$ cat config.mk
export PLATFORM = sky130hd
export DESIGN_NAME = tophat_seq_ctrl
export DESIGN_NICKNAME = d
export VERILOG_FILES = /design/src/rtl/tophat_seq_ctrl.sv
export SDC_FILE = /design/constraint.sdc
export NUM_CORES = 1
export LEC_CHECK = 0
export CAP_MARGIN = 20
export CELL_PAD_IN_SITES_DETAIL_PLACEMENT = 1
export CELL_PAD_IN_SITES_GLOBAL_PLACEMENT = 2
export CORE_MARGIN = 5
export CORE_UTILIZATION = 28
export DETAILED_ROUTE_END_ITERATION = 8
export PLACE_DENSITY = 0.85
export SLEW_MARGIN = 10
export SYNTH_ARGS = -nofsm -noshare
export SYNTH_HDL_FRONTEND = slang
export SYNTH_SLANG_ARGS = --single-unit
$ cat constraint.sdc
create_clock -name clk -period 2.1 [get_ports clk]
set_input_delay 0.315 -clock clk [delete_from_list [all_inputs] [get_ports clk]]
set_output_delay 0.315 -clock clk [all_outputs]
set_load 0.02 [all_outputs]
$ cat src/rtl/tophat_seq_ctrl.sv
// tophat_seq_ctrl: sequences IO byte/command pulses into model and feature
// storage writes, gates and launches the engine, watches it, latches result.
//
// Ports:
//   clk, rst_n               clock, synchronous active-low reset
//   model_byte_valid_i/_i    model byte strobe and data from IO
//   feature_byte_valid_i/_i  feature byte strobe and data from IO
//   run_i, clear_i           command pulses from IO
//   io_ready_o               controller idle, accepting bytes/commands
//   model_we/addr/wdata_o    model memory write port
//   feat_we/addr/wdata_o     feature buffer write port
//   eng_start_o, eng_abort_o one-cycle engine controls
//   eng_done_i, eng_result_i engine completion and result
//   busy_o                   engine run in progress
//   result_valid_o, result_o latched engine result
//   err_o                    sticky errors {timeout, run rej, busy byte, ovf}
module tophat_seq_ctrl #(
    parameter int MODEL_DEPTH = 256,
    parameter int MODEL_AW    = 8,
    parameter int FEAT_DEPTH  = 16,
    parameter int FEAT_AW     = 4,
    parameter int TIMEOUT     = 1024
) (
    input  logic                clk,
    input  logic                rst_n,
    input  logic                model_byte_valid_i,
    input  logic [7:0]          model_byte_i,
    input  logic                feature_byte_valid_i,
    input  logic [7:0]          feature_byte_i,
    input  logic                run_i,
    input  logic                clear_i,
    output logic                io_ready_o,
    output logic                model_we_o,
    output logic [MODEL_AW-1:0] model_addr_o,
    output logic [7:0]          model_wdata_o,
    output logic                feat_we_o,
    output logic [FEAT_AW-1:0]  feat_addr_o,
    output logic [7:0]          feat_wdata_o,
    output logic                eng_start_o,
    output logic                eng_abort_o,
    input  logic                eng_done_i,
    input  logic [7:0]          eng_result_i,
    output logic                busy_o,
    output logic                result_valid_o,
    output logic [7:0]          result_o,
    output logic [3:0]          err_o
);

    localparam int WD_W = $clog2(TIMEOUT);
    localparam logic [MODEL_AW:0] M_FULL  = (MODEL_AW+1)'(MODEL_DEPTH);
    localparam logic [FEAT_AW:0]  F_FULL  = (FEAT_AW+1)'(FEAT_DEPTH);
    localparam logic [WD_W-1:0]   WD_LAST = WD_W'(TIMEOUT - 1);

    typedef enum logic [1:0] {
        S_IDLE,
        S_START,
        S_WAIT
    } state_t;

    state_t              state_q, state_d;
    logic [MODEL_AW:0]   model_cnt_q, model_cnt_d;
    logic [FEAT_AW:0]    feat_cnt_q, feat_cnt_d;
    logic [WD_W-1:0]     wdog_q, wdog_d;

    logic                ready_d, busy_d;
    logic                model_we_d, feat_we_d;
    logic [MODEL_AW-1:0] model_addr_d;
    logic [FEAT_AW-1:0]  feat_addr_d;
    logic [7:0]          model_wdata_d, feat_wdata_d;
    logic                start_d, abort_d;
    logic                rv_d;
    logic [7:0]          result_d;
    logic [3:0]          err_d;
    logic                byte_any;

    assign byte_any = model_byte_valid_i | feature_byte_valid_i;

    always_ff @(posedge clk) begin
        if (!rst_n) begin
            state_q        <= S_IDLE;
            model_cnt_q    <= '0;
            feat_cnt_q     <= '0;
            wdog_q         <= '0;
            io_ready_o     <= 1'b0;
            busy_o         <= 1'b0;
            model_we_o     <= 1'b0;
            model_addr_o   <= '0;
            model_wdata_o  <= '0;
            feat_we_o      <= 1'b0;
            feat_addr_o    <= '0;
            feat_wdata_o   <= '0;
            eng_start_o    <= 1'b0;
            eng_abort_o    <= 1'b0;
            result_valid_o <= 1'b0;
            result_o       <= '0;
            err_o          <= '0;
        end else begin
            state_q        <= state_d;
            model_cnt_q    <= model_cnt_d;
            feat_cnt_q     <= feat_cnt_d;
            wdog_q         <= wdog_d;
            io_ready_o     <= ready_d;
            busy_o         <= busy_d;
            model_we_o     <= model_we_d;
            model_addr_o   <= model_addr_d;
            model_wdata_o  <= model_wdata_d;
            feat_we_o      <= feat_we_d;
            feat_addr_o    <= feat_addr_d;
            feat_wdata_o   <= feat_wdata_d;
            eng_start_o    <= start_d;
            eng_abort_o    <= abort_d;
            result_valid_o <= rv_d;
            result_o       <= result_d;
            err_o          <= err_d;
        end
    end

    always_comb begin
        state_d       = state_q;
        model_cnt_d   = model_cnt_q;
        feat_cnt_d    = feat_cnt_q;
        wdog_d        = wdog_q;
        model_we_d    = 1'b0;
        model_addr_d  = model_addr_o;
        model_wdata_d = model_wdata_o;
        feat_we_d     = 1'b0;
        feat_addr_d   = feat_addr_o;
        feat_wdata_d  = feat_wdata_o;
        start_d       = 1'b0;
        abort_d       = 1'b0;
        rv_d          = result_valid_o;
        result_d      = result_o;
        err_d         = err_o;

        if (clear_i) begin
            // result_o is deliberately kept; only its valid flag drops
            model_cnt_d = '0;
            feat_cnt_d  = '0;
            rv_d        = 1'b0;
            err_d       = '0;
            abort_d     = (state_q != S_IDLE);
            state_d     = S_IDLE;
        end else begin
            unique case (state_q)
                S_IDLE: begin
                    if (model_byte_valid_i) begin
                        if (model_cnt_q < M_FULL) begin
                            model_we_d    = 1'b1;
                            model_addr_d  = model_cnt_q[MODEL_AW-1:0];
                            model_wdata_d = model_byte_i;
                            model_cnt_d   = model_cnt_q + (MODEL_AW+1)'(1);
                        end else begin
                            err_d[0] = 1'b1;
                        end
                    end
                    if (feature_byte_valid_i) begin
                        if (feat_cnt_q < F_FULL) begin
                            feat_we_d    = 1'b1;
                            feat_addr_d  = feat_cnt_q[FEAT_AW-1:0];
                            feat_wdata_d = feature_byte_i;
                            feat_cnt_d   = feat_cnt_q + (FEAT_AW+1)'(1);
                        end else begin
                            err_d[0] = 1'b1;
                        end
                    end
                    if (run_i) begin
                        if (model_cnt_q == M_FULL && feat_cnt_q == F_FULL) begin
                            // start is registered, so it shows during START
                            state_d = S_START;
                            start_d = 1'b1;
                            rv_d    = 1'b0;
                        end else begin
                            err_d[2] = 1'b1;
                        end
                    end
                end
                S_START: begin
                    if (byte_any) err_d[1] = 1'b1;
                    wdog_d  = '0;
                    state_d = S_WAIT;
                end
                S_WAIT: begin
                    if (byte_any) err_d[1] = 1'b1;
                    // done takes precedence over an expiring watchdog
                    if (eng_done_i) begin
                        result_d   = eng_result_i;
                        rv_d       = 1'b1;
                        feat_cnt_d = '0;
                        state_d    = S_IDLE;
                    end else if (wdog_q == WD_LAST) begin
                        abort_d    = 1'b1;
                        err_d[3]   = 1'b1;
                        feat_cnt_d = '0;
                        state_d    = S_IDLE;
                    end else begin
                        wdog_d = wdog_q + WD_W'(1);
                    end
                end
                default: state_d = S_IDLE;
            endcase
        end

        // ready/busy follow the state being entered, not the current one
        ready_d = (state_d == S_IDLE);
        busy_d  = (state_d != S_IDLE);
    end

endmodule

==> qor.csv, run 1 <==
metric;value;unit
cp_data_required_time;2360;ps
grt_pass1_wl;14830;µm
fmax;512.3;MHz
worst-setup-path-type;flip-flop to flip-flop;
antenna_cells;0;
die_height;115.9;µm
arrival;2210;ps
clk_pin_slew;60;ps
root_buffer;clkbuf_16;
ant_nets;0;
antenna_found_initial;0;
wl_met1;4207;µm
seq_area_frac_synth;0.4655;
synthDistinctLibCells;50;
htreeDepth;3;
vias_per_cell;4.799;
fin_cells;598;
run_status;finished, final reports clean;
fin_crit;1952;ps
cp-end-kind;flip-flop;
post_cts_buffers;0;
layout_common_cells;77 x clkdlybuf4s50_1, 73 x dfxtp_1, 72 x nand2_1, 41 x a21oi_1, 30 x nor2_1;
grt.total_usage;0.1380;
overflow;0;
syn_area_per_cell;8.601;µm²
fin_hold_ws;454.1;ps
p_per_area;723.1;mW/mm²
critPathMaxFanout;11;
area_growth;41.77;%
stdcell_area;0.004451;mm²
synth_seq_cells;73;
wirelength;9064;µm
drv_slew;0;
cts_resized;0;
core;0.01094;mm²
power.leakage;0.001663;µW
wl_met3;419;µm
io_pins;78;
gp_congestion;0.7895;
dr.max_layer_used;met4;
start_util;0.2871;
design.die.area;0.01343;mm²
rsz0062_at_grt;no;
drtIter0Drc;110;
nets;493;
hold_path_class;flip-flop to flip-flop;
synth_nets;405;
wl_met2;4378;µm
yosys_warnings;0;
peakVddDrop;311.8;µV
tritoncts;yes;
worstMarginPinSlew;453.1;ps
setup_viol;0;
grt_pass1_vias;3109;
synthArstFlopShare;0;
drcViolationCount;0;
post_dp_cell_area;0.004145;mm²
relSlewSlack;0.6968;
synth_edf_count;0;
placed_cells;582;
clock_latency;330;ps
hold_buffers;0;
fp.dieW;115.9;µm
syn_area;0.003139;mm²
via_count;2870;
place_hpwl;6635;µm
cts_buffers;9;
hold_viol;0;
fin_crit_sh;0.9296;
clock_path_buffers;2;
fp-row-count;38;
wl_per_cell;15.16;µm
drtPass1Iterations;4;
io_buffers;77;
start_kind;flip-flop;
synthFlopType;dfxtp_1;
drive_gt1_frac;0.09389;
grt_max_degree;38;
final_common_cell;clkdlybuf4s50_1;
cts_sinks;73;
synth_cells;365;
fin_tns_setup;0;ps
skew;7.116;ps
maxCapViolCount;0;
kinds of logic after synthesis:
kind of cell,share of synthesized area
compound gates,0.1387
xor+xnor,0.02232
fa+ha+maj,0.03587
buf+inv,0.04344
flops,0.4655
mux,0.03508
simple gates,0.2591
area by class of cell:
class | instances | area, µm²
fillers | 1319 | 6485
multi-input cells | 262 | 1541
flip-flops and latches | 73 | 1461
repair buffers | 96 | 925.9
clock buffers | 10 | 239.0
well taps | 140 | 175.2
clock inverters | 6 | 66.31
inverters | 11 | 41.29
critical path, stage by stage (launching register included):
cell and delay [ps]:
dfxtp_1 360, inv_1 90, ha_1 290, nand2b_4 190, a21o_1 290, or4_1 510, a21oi_1 150
power by group:
group / internal (µW) / switching [µW]
logic: 117 / 119
registers: 1410 / 12.1
clock network: 954 / 610
metrics by stage:
| stage | setup slack [ps] | util | power, µW |
|---|---|---|---|
| 2_1_floorplan | 315.2 | - | 1549 |
| 3_3_place_gp | 194.4 | 0.3791 | 1682 |
| 3_5_place_dp | 136.8 | 0.3791 | 1687 |
| 4_1_cts | 124.4 | 0.4070 | 3287 |
| 5_1_grt | 23.21 | 0.4070 | 3370 |
| 6_report | 147.9 | 0.4070 | 3218 |
synthesized netlist by cell type, types with 6 or more instances:
| cell | instances | area (µm²) |
|---|---|---|
| o31ai_1 | 6 | 45.04 |
| or4_1 | 6 | 45.04 |
| ha_1 | 9 | 112.6 |
| dfxtp_1 | 73 | 1461 |
| nand2_1 | 72 | 270.3 |
| a21oi_1 | 41 | 205.2 |
| nor2_1 | 30 | 112.6 |
| inv_1 | 10 | 37.54 |
| mux2i_1 | 11 | 110.1 |
| or3_1 | 8 | 50.05 |
| clkbuf_1 | 12 | 45.04 |
state kept, by name, indices dropped and copies added, names as in the netlist:
| signal | cells |
|---|---|
| feat_we_o | 1 |
| err_o | 4 |
| wdog_q | 10 |
| eng_abort_o | 1 |
| model_addr_o | 8 |
| feat_wdata_o | 8 |
| model_we_o | 1 |
| busy_o | 1 |
| io_ready_o | 1 |
| feat_cnt_q | 5 |
| feat_addr_o | 4 |
| result_o | 8 |
| model_wdata_o | 8 |
| state_q | 2 |
| model_cnt_q | 9 |
| result_valid_o | 1 |
| eng_start_o | 1 |
worst paths after layout:
check             slack, ps             start          endpoint  cells after the start
setup / recovery        150        state_q[0]         wdog_q[3]                      6
hold / removal          450  model_wdata_o[2]  model_wdata_o[2]                      2
setup reg to reg        150        state_q[0]         wdog_q[3]                      6
hold reg to reg         450  model_wdata_o[2]  model_wdata_o[2]                      2
layer usage:
| metal | global-route usage | up-vias |
|---|---|---|
| met5 | 0 | - |
| met4 | 0.03867 | 0 |
| met3 | 0.03708 | 8 |
| met2 | 0.2317 | 55 |
| met1 | 0.1747 | 1363 |
| li1 | - | 1444 |
Note: power is estimated with default switching activity, not from simulation.
==> run 2, diff against run 1 <==
Settings changed: CTS_CLUSTER_DIAMETER set to 30.
==> results of run 2 <==
No change in the layout: final DEF, timing and power equal those of run 1.
